### src/rtl/arb_rr_mc.sv
// Output-port arbiter with multicast and unicast request classes. Each class has its own
// round-robin pointer, the grant is locked until the owner's tail flit leaves, and a
// starvation guard stops multicast from blocking unicast indefinitely.
module arb_rr_mc #(
  parameter int unsigned N          = 5,
  parameter bit          RR_EN      = 1'b1,
  parameter bit          MC_STRICT  = 1'b0,
  parameter int unsigned STARVE_MAX = 4
) (
  input  logic         clk_i,
  input  logic         rst_i,
  input  logic [N-1:0] u_req_i,
  input  logic [N-1:0] m_req_i,
  input  logic [N-1:0] multab_ct_i,
  input  logic [N-1:0] release_i,
  output logic [N-1:0] grt_o,
  output logic         grt_mc_o,
  output logic         busy_o
);

  localparam int unsigned PW = (N > 1) ? $clog2(N) : 1;
  localparam int unsigned SW = (STARVE_MAX > 0) ? $clog2(STARVE_MAX + 1) : 1;

  typedef enum logic [0:0] {StIdle, StLocked} state_e;

  state_e         state_q;
  logic [N-1:0]   grt_q, grt_d;
  logic           grt_mc_q;
  logic [PW-1:0]  ptr_u_q, ptr_m_q, ptr_d;
  logic [SW-1:0]  starve_q, starve_d;

  logic [N-1:0]   em, eu, win_vec;
  logic           mc_block, force_u, arb_en, win_mc, win_u, win_found;
  logic [PW-1:0]  win_start, win_idx;
  logic [PW:0]    scan_idx;

  assign em       = m_req_i & ~multab_ct_i;
  assign eu       = u_req_i;
  assign mc_block = MC_STRICT ? |m_req_i : |em;
  assign force_u  = (STARVE_MAX != 0) && (starve_q == SW'(STARVE_MAX)) && |eu;
  assign win_mc   = mc_block && |em && !force_u;
  assign win_u    = |eu && (!mc_block || force_u);

  // A new arbitration runs when idle, or in the same cycle the owner's tail leaves.
  assign arb_en   = (state_q == StIdle) || |(grt_q & release_i);

  assign win_vec   = win_mc ? em : eu;
  assign win_start = !RR_EN ? '0 : (win_mc ? ptr_m_q : ptr_u_q);

  // Scan upward from the pointer, wrapping modulo N so no index >= N is ever used.
  always_comb begin
    win_idx   = '0;
    win_found = 1'b0;
    scan_idx  = '0;
    for (int unsigned i = 0; i < N; i++) begin
      scan_idx = {1'b0, win_start} + (PW+1)'(i);
      if (scan_idx >= (PW+1)'(N)) begin
        scan_idx = scan_idx - (PW+1)'(N);
      end
      if (!win_found && win_vec[scan_idx[PW-1:0]]) begin
        win_found = 1'b1;
        win_idx   = scan_idx[PW-1:0];
      end
    end
  end

  always_comb begin
    grt_d    = N'(1) << win_idx;
    ptr_d    = (win_idx == PW'(N - 1)) ? '0 : win_idx + PW'(1);
    starve_d = '0;
    if (win_mc && |eu) begin
      starve_d = (starve_q == SW'(STARVE_MAX)) ? starve_q : starve_q + SW'(1);
    end
  end

  always_ff @(posedge clk_i) begin
    if (rst_i) begin
      state_q  <= StIdle;
      grt_q    <= '0;
      grt_mc_q <= 1'b0;
      ptr_u_q  <= '0;
      ptr_m_q  <= '0;
      starve_q <= '0;
    end else if (arb_en) begin
      if ((win_mc || win_u) && win_found) begin
        state_q  <= StLocked;
        grt_q    <= grt_d;
        grt_mc_q <= win_mc;
        starve_q <= starve_d;
        if (RR_EN) begin
          if (win_mc) ptr_m_q <= ptr_d;
          else        ptr_u_q <= ptr_d;
        end
      end else begin
        state_q  <= StIdle;
        grt_q    <= '0;
        grt_mc_q <= 1'b0;
      end
    end
  end

  assign grt_o    = grt_q;
  assign grt_mc_o = grt_mc_q;
  assign busy_o   = (state_q == StLocked);

endmodule

### config.mk
export PLATFORM = sky130hd
export DESIGN_NAME = arb_rr_mc
export DESIGN_NICKNAME = d
export VERILOG_FILES = /design/src/rtl/arb_rr_mc.sv
export SDC_FILE = /design/constraint.sdc
export NUM_CORES = 1
export LEC_CHECK = 0
export CORE_ASPECT_RATIO = 1.4
export CORE_MARGIN = 1.5
export CORE_UTILIZATION = 54
export DETAILED_ROUTE_END_ITERATION = 10
export HOLD_SLACK_MARGIN = 0.03
export PLACE_DENSITY = 0.9
export SYNTH_ARGS = -nofsm -noshare
export SYNTH_HDL_FRONTEND = slang
export SYNTH_SLANG_ARGS = --single-unit
### constraint.sdc
create_clock -name clk_i -period 9.15 [get_ports clk_i]
set_input_delay 2.745 -clock clk_i [delete_from_list [all_inputs] [get_ports clk_i]]
set_output_delay 2.745 -clock clk_i [all_outputs]
set_load 0.01 [all_outputs]
==> results.md, run 1 <==
* Worst r2r dst: ptr_m_q[2]$_SDFFE_PP0P_
* Most frequent cells in the layout: nor2_1, clkdlybuf4s50_1, nand2_1, a21oi_1, inv_1
* Footprint of the multi-input gates at 1890 um2
* Clk Latency, worst-skew pair at 0.26 ns
* Sequential cell area at around 320 um2
* Min-delay src: grt_o[4]$_SDFFE_PP0N_
* Worst r2r src: starve_q[0]$_SDFFE_PP0P_
* Utilization after layout at 64.7%
* Row Count at 28
* CP Class: input port to flip-flop
* Die area at a little under 5000 um2
* Initial Util at roughly 57%
* First-pass GRT wire length at 11.9 mm
* Clock sinks at 16
* Horiz. Die Dim at 59.3 um
* Hold Path Class: flip-flop to flip-flop
* Proportion of layout cells with a drive suffix above 1 at 11.9%
* Drt first pass iters at 6
* Setup TNS at 0 ns
* Syn Nets at 347
* Data required, critical path at slightly above 9 ns
* DRT antenna net count at 0
* CTS tree: yes
* CTS Buffer Depth at 2
* Hold violation count in the final report at 0
* DP Cell Count at between 300 and 400
* Gr usage total at 32.0%
* Fin nets at 363
* CP startpoint kind: input port
* Switch share at 53.2%
* Worst vdd ir at 0.000245 V
* Gate Count Post-Synth at 312
* Crit Path Max Fanout at 16
* Antenna violations before repair at 0
* FF+latch count, synth at 16
* Reg-to-reg setup timing slack at between 3 and 4 ns
* Layout fillers at 356
* Most common cell after layout, fill and taps aside: nor2_1
* Netlist cell types at 78
* CTS clk-pin slew, worst paths at 0.07 ns
* Sequential power share at 15.3%
* Peak Freq at 120 MHz
* Core Area at 4240 um2
* Period utilization at 90.8%
* Setup Fix Bufs, Post-CTS at 0
* Hold path cells at 2
* Final setup violation count at 0
* PwrDens at 336 nW/um2
* Residual DRC at 0
* Hold Crit Endpoint: grt_o[4]$_SDFFE_PP0N_
* Ys flop type: dfxtp_1
* Antenna diodes at 0
* Largest net degree at the start of global routing at 23
* Internal Power at 0.000431 W
* WL final at 7.38 mm
* Critical path startpoint: u_req_i[0]
* DPL Wire Length at about 5.7 mm
* Psw at 0.000491 W
* R2r worst-path depth at 20
* Combinational share of power at between 70% and 80%
* Clock root cell: clkbuf_8
* RSZ-0062 raised after global routing: no
* Vias in the first global route at 2,557
* IO Pins at 29
* Minimum clock period at 8.31 ns
* Pins Over Slew Limit at 0
* I/O Buffers at 28
* Iter 0 DRT Violations at 129
* Worst slew pin tran at 0.781 ns
* Via count at 2,626
* Clock power frac at 6.9%
* Ys async rst share at 0%
* GP Congestion at 1.06
* Hold_buf cts at 0
* GRT overflow at 0
* EDFF count, synth at 0
* Clock Skew at 0.00600 ns
* Maxcap violations at 0
* Wirelength per Cell at 19.1 um
* DIE HEIGHT at 81.9 um
* Max H-tree Level at 1
* Vias per std cell at 6.79
* WP data arrival at approximately 8.5 ns
* Sequential share of the synthesized area at between 10% and 20%
* Mapped cell area at around 2400 um2
* CTS Buf Count at 3
* Slew margin rel. at a little under half
* Avg Cell Area, Syn at 7.69 um2
* Leak pwr at 1.01 nW
* Synth warn at 0
* Status: completed
* Fin cells at roughly 390
* Worst Setup End Kind: flip-flop
* Layout area overhead at 14.3%
* Post-cts sizing count at 0
[stage by stage]
step           cell area [um2]  worst slack (ns)  hold slack, ns  power [W]
4_1_cts                   2740             0.938           0.479   0.000907
3_5_place_dp              2690             0.742           0.466   0.000837
5_1_grt                   2740             0.409           0.504   0.000986
6_report                  2740             0.843           0.480   0.000922
3_3_place_gp              2690             0.939           0.458   0.000813
2_1_floorplan             2400              2.09           0.449   0.000655
[power by group through the flow]
stage          clock network (W)  registers, W  logic (W)
2_1_floorplan                  0      0.000112   0.000544
3_3_place_gp                   0      0.000139   0.000675
3_5_place_dp                   0      0.000140   0.000698
5_1_grt                0.0000668      0.000144   0.000775
6_report               0.0000639      0.000141   0.000717
4_1_cts                0.0000643      0.000138   0.000704
[cells in the mapped netlist (3+ instances only)]
cell type / n / share of area, %
a211oi_1: 9 / 2.8
a21o_1: 4 / 1.3
a21oi_1: 24 / 5.0
a22oi_1: 3 / 0.94
a31oi_1: 4 / 1.0
buf_2: 5 / 1.0
clkbuf_1: 12 / 1.9
dfxtp_1: 16 / 13
ha_1: 13 / 6.8
inv_1: 21 / 3.3
mux2_2: 3 / 1.4
mux2i_1: 14 / 5.8
mux4_2: 3 / 2.8
nand2_1: 24 / 3.8
nand2b_1: 7 / 1.8
nand3_1: 6 / 1.3
nand4_1: 3 / 0.78
nor2_1: 29 / 4.5
nor3_1: 8 / 1.7
o211ai_1: 3 / 0.94
o21ai_0: 12 / 2.5
o22ai_1: 3 / 0.78
o311a_1: 3 / 1.3
o31a_1: 4 / 1.5
o41ai_2: 3 / 2.0
or3_1: 4 / 1.0
xnor2_1: 6 / 2.2
[how the worst max path moves through the flow]
| stage | slack, ns | end |
|---|---|---|
| final | 0.84 | ptr_m_q[2]$_SDFFE_PP0P_ |
| after global routing | 0.41 | ptr_u_q[2]$_SDFFE_PP0P_ |
| after CTS | 0.94 | ptr_m_q[2]$_SDFFE_PP0P_ |
| after detailed placement | 0.74 | ptr_m_q[2]$_SDFFE_PP0P_ |
| after global placement | 0.94 | ptr_m_q[2]$_SDFFE_PP0P_ |
| after floorplan | 2.09 | ptr_u_q[0]$_SDFFE_PP0P_ |
[layout make-up]
cell class / count / area share, %
Inverter: 23 / 3.24
Sequential cell: 16 / 11.7
Tap cell: 60 / 2.74
Timing Repair Buffer: 32 / 11.3
Clock buffer: 4 / 2.01
Multi-Input combinational cell: 252 / 69.0
[cell families after synthesis]
family                     count (synthesis)  share of synthesized area, %
xor gates and xnor gates                   8                          3.23
muxes                                     22                          11.3
adders and majority gates                 13                          6.78
and+or+nand+nor                          101                          22.2
buffers and inverters                     44                          7.72
DFF                                       16                          13.4
AOI/OAI and AO/OA                        108                          35.5
[registers in the layout, summed over array words and instances, names as in the netlist]
| signal | flops |
|---|---|
| starve_q | 3 |
| grt_o | 5 |
| grt_mc_o | 1 |
| ptr_m_q | 3 |
| ptr_u_q | 3 |
| busy_o | 1 |
[layer usage]
metal  vias to the layer above  wire, um  global-route usage [%]
li1                       1198         -                       -
met1                      1199      2630                    33.3
met2                       172      3590                    54.6
met3                        57       506                    2.99
met4                         0       656                    29.8
met5                         -         0                       0
[worst max-delay path, stage by stage]
cell and delay, ns:
clkdlybuf4s50_1 0.54, nor4_4 0.41, a21oi_2 0.19, a21oi_4 0.41, mux2_2 0.45, ha_1 0.64, inv_1 0.22, a311oi_1 0.41
a221oi_2 0.10, mux2_2 0.29, o211ai_2 0.16, nor4b_4 0.37, a2bb2oi_1 0.12, o211ai_1 0.49, inv_1 0.14, ha_1 0.27
nor2_1 0.12, mux2i_1 0.09, a211oi_1 0.27
(Power assumes the default switching activity.)
==> run 2: changes to the inputs <==
Settings changed: CORE_UTILIZATION 54 to 45, PLACE_DENSITY 0.9 to 0.79.
==> run 2 against run 1 <==
Non-clock buffer count shrank 1. Clock-buffer cell count is the same. Setup slack gained 0.016 ns. Combinational power shrank 2%. Sequential share of layout area is the same. Register-to-register slack lost 0.04 ns. First-iteration DRC count grew 49%. Fmax grew 0.19%. Routed wire length shrank 4.1%. Utilization shrank 12 points. Clock power shrank 3%. Critical path type unchanged. Largest cell class unchanged. Largest power group unchanged. Highest routed layer unchanged.
==> results.md, run 2 (synthesis gave the netlist of run 1 again) <==
* Final setup violation count at 0 (unchanged)
* CP startpoint kind: input port
* Largest stage delay on the critical path at 0.68 ns (+0.04 ns)
* Initial Util at 46.5% (-10 points)
* Antenna diodes at 0 (unchanged)
* WP data arrival at 8.44 ns (-0.02 ns)
* Slew margin rel. at 52.1% (+4.5 points)
* Max H-tree Level at 1 (unchanged)
* Largest net degree at the start of global routing at 23 (unchanged)
* Critical-path top delay cell: ha_1
* Worst setup margin at 0.859 ns (+0.0160 ns)
* Die area at 5780 um2 (+19%)
* Vias per std cell at 6.46 (-4.8%)
* PwrDens at 330 nW/um2 (-1.8%)
* CP bufs+invs at 3 (unchanged)
* CP Class: input port to flip-flop
* Most frequent cells in the layout: nor2_1, clkdlybuf4s50_1, nand2_1, a21oi_1, inv_1
* Vias in the first global route at 2,546 (-0.43%)
* Peak Freq at 121 MHz (+0.19%)
* Clock Skew at 0.00510 ns (-0.000898 ns)
* Layout area overhead at 14.3% (unchanged)
* Most common cell after layout, fill and taps aside: nor2_1
* DRT antenna net count at 0 (unchanged)
* CTS tree: yes
* Hold_buf cts at 0 (unchanged)
* Data required, critical path at 9.30 ns (about the same)
* Pins Over Slew Limit at 0 (unchanged)
* Iter 0 DRT Violations at 192 (+49%)
* Setup Fix Bufs, Post-CTS at 0 (unchanged)
* Wirelength per Cell at 18.1 um (-5.3%)
* First-pass GRT wire length at 12.1 mm (+1.7%)
* Cell chain of the critical path: clkdlybuf4s50_1 -> nor4_4 -> a21oi_2 -> a21oi_4 -> mux2_2 -> ha_1 -> inv_1 -> a311oi_1 -> a221oi_2 -> mux2_2 -> o211ai_2 -> nor4b_4 -> a2bb2oi_1 -> o211ai_1 -> inv_1 -> ha_1 -> nor2_1 -> mux2i_1 -> a211oi_1
* Setup TNS at 0 ns (unchanged)
* IO Pins at 29 (unchanged)
* Max FFs per register at 5 (unchanged)
* Clk Latency, worst-skew pair at 0.25 ns (about the same)
* GP Congestion at 0.993 (-6.6%)
* Hold violation count in the final report at 0 (unchanged)
* Worst slew pin tran at 0.717 ns (-0.0638 ns)
* CTS Buffer Depth at 2 (unchanged)
* Top delay family on crit path: compound AO/OA/AOI/OAI gates
* Post-cts sizing count at 0 (unchanged)
* Drt first pass iters at 5 (-1)
* DPL Wire Length at 5.62 mm (-1.3%)
* Worst Setup End Kind: flip-flop
* RSZ-0062 raised after global routing: no
* Minimum clock period at 8.29 ns (-0.0160 ns)
* GRT overflow at 0 (unchanged)
* CTS clk-pin slew, worst paths at 0.06 ns (about the same)
* Horiz. Die Dim at 64.7 um (+9.1%)
* Proportion of layout cells with a drive suffix above 1 at 11.7% (-0.27 points)
* Clock root cell: clkbuf_8
* DIE HEIGHT at 89.4 um (+9.2%)
* Via count at 2,531 (-3.6%)
* Row Count at 31 (+11%)
* Worst vdd ir at 0.000236 V (-3.7%)
* CTS Buf Count at 3 (unchanged)
* Period utilization at 90.6% (-0.17 points)
* Layout fillers at 509 (+43%)
* WL final at 7.08 mm (-4.1%)
* Core Area at 5160 um2 (+22%)
* Worst slack, placed at 0.694 ns (-0.0484 ns)
* Clock sinks at 16 (unchanged)
* Antenna violations before repair at 0 (unchanged)
* Maxcap violations at 0 (unchanged)
* Residual DRC at 0 (unchanged)
* Fin nets at 362 (-0.28%)
* Status: completed
* Crit Path Max Fanout at 16 (unchanged)
* I/O Buffers at 28 (unchanged)
* Hold Path Class: flip-flop to flip-flop
* Gr usage total at 26.6% (-5.4 points)
* Leak pwr at 1.01 nW (-0.49%)
==> run 2: through the flow <==
| stage | hold slack [ns] | cells | util [%] | area [um2] | total power (W) |
|---|---|---|---|---|---|
| 2_1_floorplan | 0.449 | 312 | - | 2400 | 0.000655 |
| 4_1_cts | 0.485 | 392 | 53.2 | 2740 | 0.000898 |
| 5_1_grt | 0.525 | 392 | 53.2 | 2740 | 0.000977 |
| 3_3_place_gp | 0.457 | 388 | 52.1 | 2690 | 0.000824 |
| 6_report | 0.486 | 392 | 53.2 | 2740 | 0.000906 |
| 3_5_place_dp | 0.468 | 388 | 52.1 | 2690 | 0.000829 |
==> run 2: power by group <==
group | switching (W) | total [W] | internal, W
sequential | 0.0000461 | 0.000141 | 0.0000948
combinational | 0.000410 | 0.000703 | 0.000293
clock | 0.0000237 | 0.0000619 | 0.0000381
total | 0.000480 | 0.000906 | 0.000426
==> run 2: final cells by class <==
type	instances	area (um2)	share of cell area, %
flip-flops and latches	16	320	11.7
inverters	23	88.8	3.24
repair buffers	31	303	11.0
multi-input cells	252	1890	69.0
well taps	66	82.6	3.01
clock buffers	4	55.1	2.01
==> run 2: worst min-delay path: stages, from the launching register on <==
cell and delay [ns]:
dfxtp_1 0.32, nand2_1 0.06, a21oi_1 0.05
==> run 2: metal layers <==
metal  share of wire, %  global-route usage (%)  vias to the layer above
met3                4.7                    2.14                       31
met2                 53                    49.9                      121
met5                  0                       0                        -
met4                5.5                    15.5                        0
met1                 37                    29.1                     1184
li1                   -                       -                     1195
==> run 2: final timing paths <==
check	start	endpoint	slack, ns	cells past startpoint
hold / removal	grt_o[4]$_SDFFE_PP0N_	grt_o[4]$_SDFFE_PP0N_	0.49	2
setup reg to reg	starve_q[0]$_SDFFE_PP0P_	ptr_m_q[2]$_SDFFE_PP0P_	3.52	20
hold reg to reg	grt_o[4]$_SDFFE_PP0N_	grt_o[4]$_SDFFE_PP0N_	0.49	2
setup / recovery	u_req_i[0]	ptr_m_q[2]$_SDFFE_PP0P_	0.86	19
==> run 3: changes to the inputs <==
Settings changed: CORE_UTILIZATION 45 to 55, PLACE_DENSITY 0.79 to 0.91, SKIP_CTS_REPAIR_TIMING from default to 1.
==> run 3 against run 2 <==
Flip-flop and latch count stayed put. Sequential power is essentially flat. Sequential share of layout area grew 0.11 points. Total power grew 0.45%. Fmax fell by 0.38%.
==> results.md, run 3 (synthesis gave the netlist of run 1 again) <==
* Status: completed
* Vias per std cell at 7.00 (+8.5%)
* Residual DRC at 0 (unchanged)
* RSZ-0062 raised after global routing: no
* CTS clk-pin slew, worst paths at 0.07 ns (about the same)
* Clock Skew at 0.00563 ns (+0.000525 ns)
* Max H-tree Level at 1 (unchanged)
* Iter 0 DRT Violations at 145 (-24%)
* Critical-path top delay cell: ha_1
* CP startpoint kind: input port
* Via count at 2,598 (+2.6%)
* Horiz. Die Dim at 58.8 um (-9.1%)
* Setup TNS at 0 ns (unchanged)
* I/O Buffers at 28 (unchanged)
* Hold Path Class: flip-flop to flip-flop
* Initial Util at 57.1% (+11 points)
* Most common cell after layout, fill and taps aside: nor2_1
* WL final at 7.26 mm (+2.5%)
* Peak Freq at 120 MHz (-0.38%)
* Minimum clock period at 8.32 ns (+0.0313 ns)
* Maxcap violations at 0 (unchanged)
* GP Congestion at 1.10 (+11%)
* Layout fillers at 342 (-33%)
* First-pass GRT wire length at 12.0 mm (-1.5%)
* Crit Path Max Fanout at 16 (unchanged)
* Period utilization at 90.9% (+0.34 points)
* Cell chain of the critical path: clkdlybuf4s50_1 -> nor4_4 -> a21oi_2 -> a21oi_4 -> mux2_2 -> ha_1 -> inv_1 -> nand2_1 -> nor3_1 -> o21ai_1 -> a21o_1 -> o211ai_2 -> nor4b_4 -> a2bb2oi_1 -> o211ai_1 -> inv_1 -> ha_1 -> nor2_1 -> mux2i_1 -> a211oi_1
* Most frequent cells in the layout: nor2_1, clkdlybuf4s50_1, nand2_1, a21oi_1, inv_1
* PwrDens at 335 nW/um2 (+1.4%)
* Pins Over Slew Limit at 0 (unchanged)
* DRT antenna net count at 0 (unchanged)
* Clock root cell: clkbuf_8
* Worst slew pin tran at 0.808 ns (+0.0909 ns)
* Worst Setup End Kind: flip-flop
* CTS Buf Count at 3 (unchanged)
* Wirelength per Cell at 19.6 um (+8.3%)
* DP Cell Count at 367 (-5.4%)
* Proportion of layout cells with a drive suffix above 1 at 11.7% (unchanged)
* Slew margin rel. at 45.8% (-6.3 points)
* Hold violation count in the final report at 0 (unchanged)
* Vias in the first global route at 2,560 (+0.55%)
* Worst vdd ir at 0.000349 V (+48%)
* Die area at 4770 um2 (-17%)
* Clk Latency, worst-skew pair at 0.26 ns (about the same)
* Largest net degree at the start of global routing at 23 (unchanged)
* Largest stage delay on the critical path at 0.65 ns (-0.03 ns)
* Gr usage total at 32.6% (+6.0 points)
* Core Area at 4200 um2 (-19%)
* Antenna diodes at 0 (unchanged)
* Data required, critical path at 9.31 ns (about the same)
* CTS Buffer Depth at 2 (unchanged)
* Max FFs per register at 5 (unchanged)
* DIE HEIGHT at 81.1 um (-9.2%)
* Drt first pass iters at 5 (unchanged)
* GRT overflow at 0 (unchanged)
* IO Pins at 29 (unchanged)
* Clock sinks at 16 (unchanged)
* Leak pwr at 1.01 nW (unchanged)
* CTS tree: yes
* Fin nets at 362 (unchanged)
* WP data arrival at 8.48 ns (+0.04 ns)
* CP Class: input port to flip-flop
* DPL Wire Length at 5.50 mm (-2.1%)
* Row Count at 28 (-9.7%)
* Fin cells at 371 (-5.4%)
* Antenna violations before repair at 0 (unchanged)
* Final setup violation count at 0 (unchanged)
* Layout area overhead at 13.3%
==> run 3: cell counts in the layout (fill, tap and decap cells not counted) <==
Identical to the previous run, type by type.
==> run 3: layer usage <==
metal	vias to the layer above	routed length [um]	part of all wire (%)	track usage, %
met5	-	0	0	0
li1	1195	-	-	-
met3	43	529	7.3	3.03
met2	161	3700	51	56.9
met4	0	512	7.1	24.8
met1	1199	2520	35	35.3
==> run 3: path summary, 6_finish.rpt <==
path                       startpoint                       end  slack [ns]  depth (start not counted)
max                        u_req_i[0]   ptr_u_q[2]$_SDFFE_PP0P_        0.83                         20
min          starve_q[1]$_SDFFE_PP0P_  starve_q[1]$_SDFFE_PP0P_        0.48                          2
max reg2reg  starve_q[0]$_SDFFE_PP0P_   ptr_u_q[2]$_SDFFE_PP0P_        3.51                         21
min reg2reg  starve_q[1]$_SDFFE_PP0P_  starve_q[1]$_SDFFE_PP0P_        0.48                          2
==> run 3: worst max-delay path: cells and delay by family <==
kind / cells / cell delay [ns]
compound gates: 8 / 2.20
simple gates: 5 / 1.13
buf+inv: 3 / 0.92
fa+ha+maj: 2 / 0.91
mux: 2 / 0.55
==> run 3: power by group <==
group,switching [W],internal [W],total (W)
sequential,0.0000454,0.0000948,0.000140
combinational,0.000413,0.000293,0.000706
clock,0.0000255,0.0000383,0.0000638
total,0.000484,0.000426,0.000910
==> run 3: final cells by class <==
type | count | area (um2) | area share, %
sequential | 16 | 320 | 11.8
tap | 45 | 56.3 | 2.07
inverter | 23 | 88.8 | 3.27
clock buffer | 4 | 55.1 | 2.03
timing repair buffer | 31 | 303 | 11.1
multi-input combinational | 252 | 1890 | 69.7
==> run 3: stage by stage <==
stage / utilization [%] / setup WS [ns] / power (W) / hold slack (ns) / cell area, um2
floorplan: - / 2.09 / 0.000655 / 0.449 / 2400
global placement: 63.3 / 0.930 / 0.000810 / 0.456 / 2660
detailed placement: 63.3 / 0.774 / 0.000823 / 0.473 / 2660
CTS: 64.6 / 0.946 / 0.000896 / 0.481 / 2720
global route: 64.6 / 0.426 / 0.000976 / 0.507 / 2720
finish: 64.6 / 0.828 / 0.000910 / 0.475 / 2720
==> patch: new RTL, settings of run 3 <==
Put one more register stage on the output `grt_o`. The value now appears one clock later. The other outputs are not delayed to match.
--- a/src/rtl/arb_rr_mc.sv
+++ b/src/rtl/arb_rr_mc.sv
@@ -99,7 +99,9 @@
     end
   end
 
-  assign grt_o    = grt_q;
+  always_ff @(posedge clk_i) begin
+    grt_o <= grt_q;
+  end
   assign grt_mc_o = grt_mc_q;
   assign busy_o   = (state_q == StLocked);
 
Check against the original RTL: not equivalent (Yosys sat finds a counterexample within 4 cycles, from zero or initial values and one cycle with rst_i high).
==> patch against run 3 <==
- utilization up 1.2 points
- first-iteration DRC count down 22%
- via count down 5.0%
- wire length down 7.0%
- design area up 3.5%
- area after synthesis up 3.5%
- clock power down 5.2%
- setup slack better by 0.31 ns
- sequential share of layout area up 3.2 points
- power down 3.1%
- sequential cell count up 5
- sequential power up 6%
- critical endpoint unchanged
==> patch: results (changes against run 3) <==
Run status
  • Status: finished clean

Finish
  • Final net count: 353 (-2.5%)
  • Ant diodes: 0 (unchanged)
  • Layout cells sized above 1: 0.124 (+0.00725)
  • Layout Cells excl Fill: 375 (+1.1%)
  • Fillers: 367 (+7.3%)
  • Biggest registers after layout: grt_o x5, grt_q x5

Place
  • Setup WS pre-CTS: 0.928 ns (+0.153 ns)
  • Post-DP Area: 0.00277 mm2 (+3.9%)
  • Gpl congestion: 0.958 (-13%)
  • Cells after DPL: 371 (+1.1%)
  • Port bufs: 28 (unchanged)
  • DPL Wire Length: 5.31 mm (-3.4%)

Route
  • DRT Pass-1 Iters: 4 (-1)
  • Avg Vias per Cell: 6.58 (-6.0%)
  • WL per Instance: 18.0 um (-8.0%)
  • Iter 0 DRT Violations: 113 (-22%)

GRT
  • Initial antenna violation count: 0 (unchanged)
  • GR Util All Layers: 0.297 (-0.0283)
  • Vias in the first global route: 2587 (+1.1%)
  • Largest net degree at the start of global routing: 18 (-22%)
  • First-pass GRT wire length: 11.5 mm (-4.2%)

Clock tree
  • CTS root buf: clkbuf_8
  • Clock buffer depth: 2 (unchanged)
  • CTS H-Tree Depth: 1 (unchanged)
  • Latest clock arrival within the worst-skew pair: 0.26 ns (about the same)
  • Total CTS buffers: 3 (unchanged)
  • Clk slew on worst S/H paths: 0.08 ns

Logic synthesis
  • Synth Warn #: 0 (unchanged)
  • Net count after synthesis: 333 (-4.0%)
  • Post-synthesis cell type count: 77 (-1.3%)
  • Syn_area_per_cell: 8.39 um2 (+9.1%)
  • Asr flop ratio synth: 0 (unchanged)
  • Seq/Total Area, Yosys: 0.169 (+0.0358)
  • Top post-synthesis cells by area: dfxtp_1 (17%), ha_1 (7.6%), mux2i_1 (6.5%)
  • Commonest cells post-synth: nand2_1 (25), dfxtp_1 (21), a21oi_1 (19), nor2_1 (19), mux2i_1 (16)

Worst setup path
  • Slowest stage delay, CP: 0.68 ns (+0.03 ns)
  • Crit-path max FO: 17 (+1)
  • Crit-path slowest cell: o21ai_2
  • CP arrival: 8.17 ns (-0.31 ns)

STA
  • Clock Skew: 0.00113 ns (-0.00450 ns)
  • Least-Margin Pin Slew: 0.896 ns (+0.0879 ns)

Power
  • LEAKAGE: 1.04 nW (+3.5%)
  • Peak VDD IR: 206 uV (-41%)

Hold path
  • HP Class: reg2reg
## patch: changes by cell type after synthesis, sizes merged, moves of 5 or more
| cell | before | now |
|---|---|---|
| dfxtp | 16 | 21 |
| inv | 23 | 15 |
| a21oi | 26 | 21 |
| nor2 | 29 | 19 |
| clkbuf | 12 | 7 |
## patch: cells by family after synthesis
group | synth area share
mux | 0.125
compound gates | 0.335
buf+inv | 0.0544
fa+ha+maj | 0.0756
simple gates | 0.230
xor+xnor | 0.0106
flops | 0.169
## patch: layout make-up
cell class	count	area [um2]	area share
well taps	60	75.1	0.0267
clock inverters	1	5.00	0.00178
multi-input cells	246	1930	0.685
inverters	15	56.3	0.0200
clock buffers	3	41.3	0.0147
flip-flops and latches	21	420	0.149
repair buffers	29	288	0.102
## patch: worst paths after layout
| path | from | endpoint | slack [ns] | cells after the start |
|---|---|---|---|---|
| worst max register to register | starve_q[0] | ptr_u_q[2] | 3.84 | 20 |
| worst max-delay path | multab_ct_i[3] | ptr_u_q[2] | 1.14 | 19 |
| worst min-delay path | grt_q[2] | grt_o[2] | 0.38 | 0 |
| worst min register to register | grt_q[2] | grt_o[2] | 0.38 | 0 |
## patch: layer usage
layer  routed length, um  vias up  track usage  part of all wire
met4                 280        0        0.198             0.041
met1                2580     1157        0.322              0.38
met2                3550      107        0.538              0.53
met3                 341       24       0.0202             0.050
li1                    -     1180            -                 -
met5                   0        -            0                 0
## patch: worst max-delay path: cells and delay by family
family	cells	cell delay (ns)
simple gates	2	0.31
compound gates	7	2.25
buf+inv	2	0.68
fa+ha+maj	4	1.08
mux	4	1.11
## patch: power by group
part           internal (mW)  leakage [nW]  total (mW)  switching (mW)
Sequential             0.117         0.171       0.149          0.0329
Clock                 0.0303        0.0255      0.0605          0.0302
Combinational          0.275         0.845       0.671           0.397
Total                  0.422          1.04       0.881           0.460
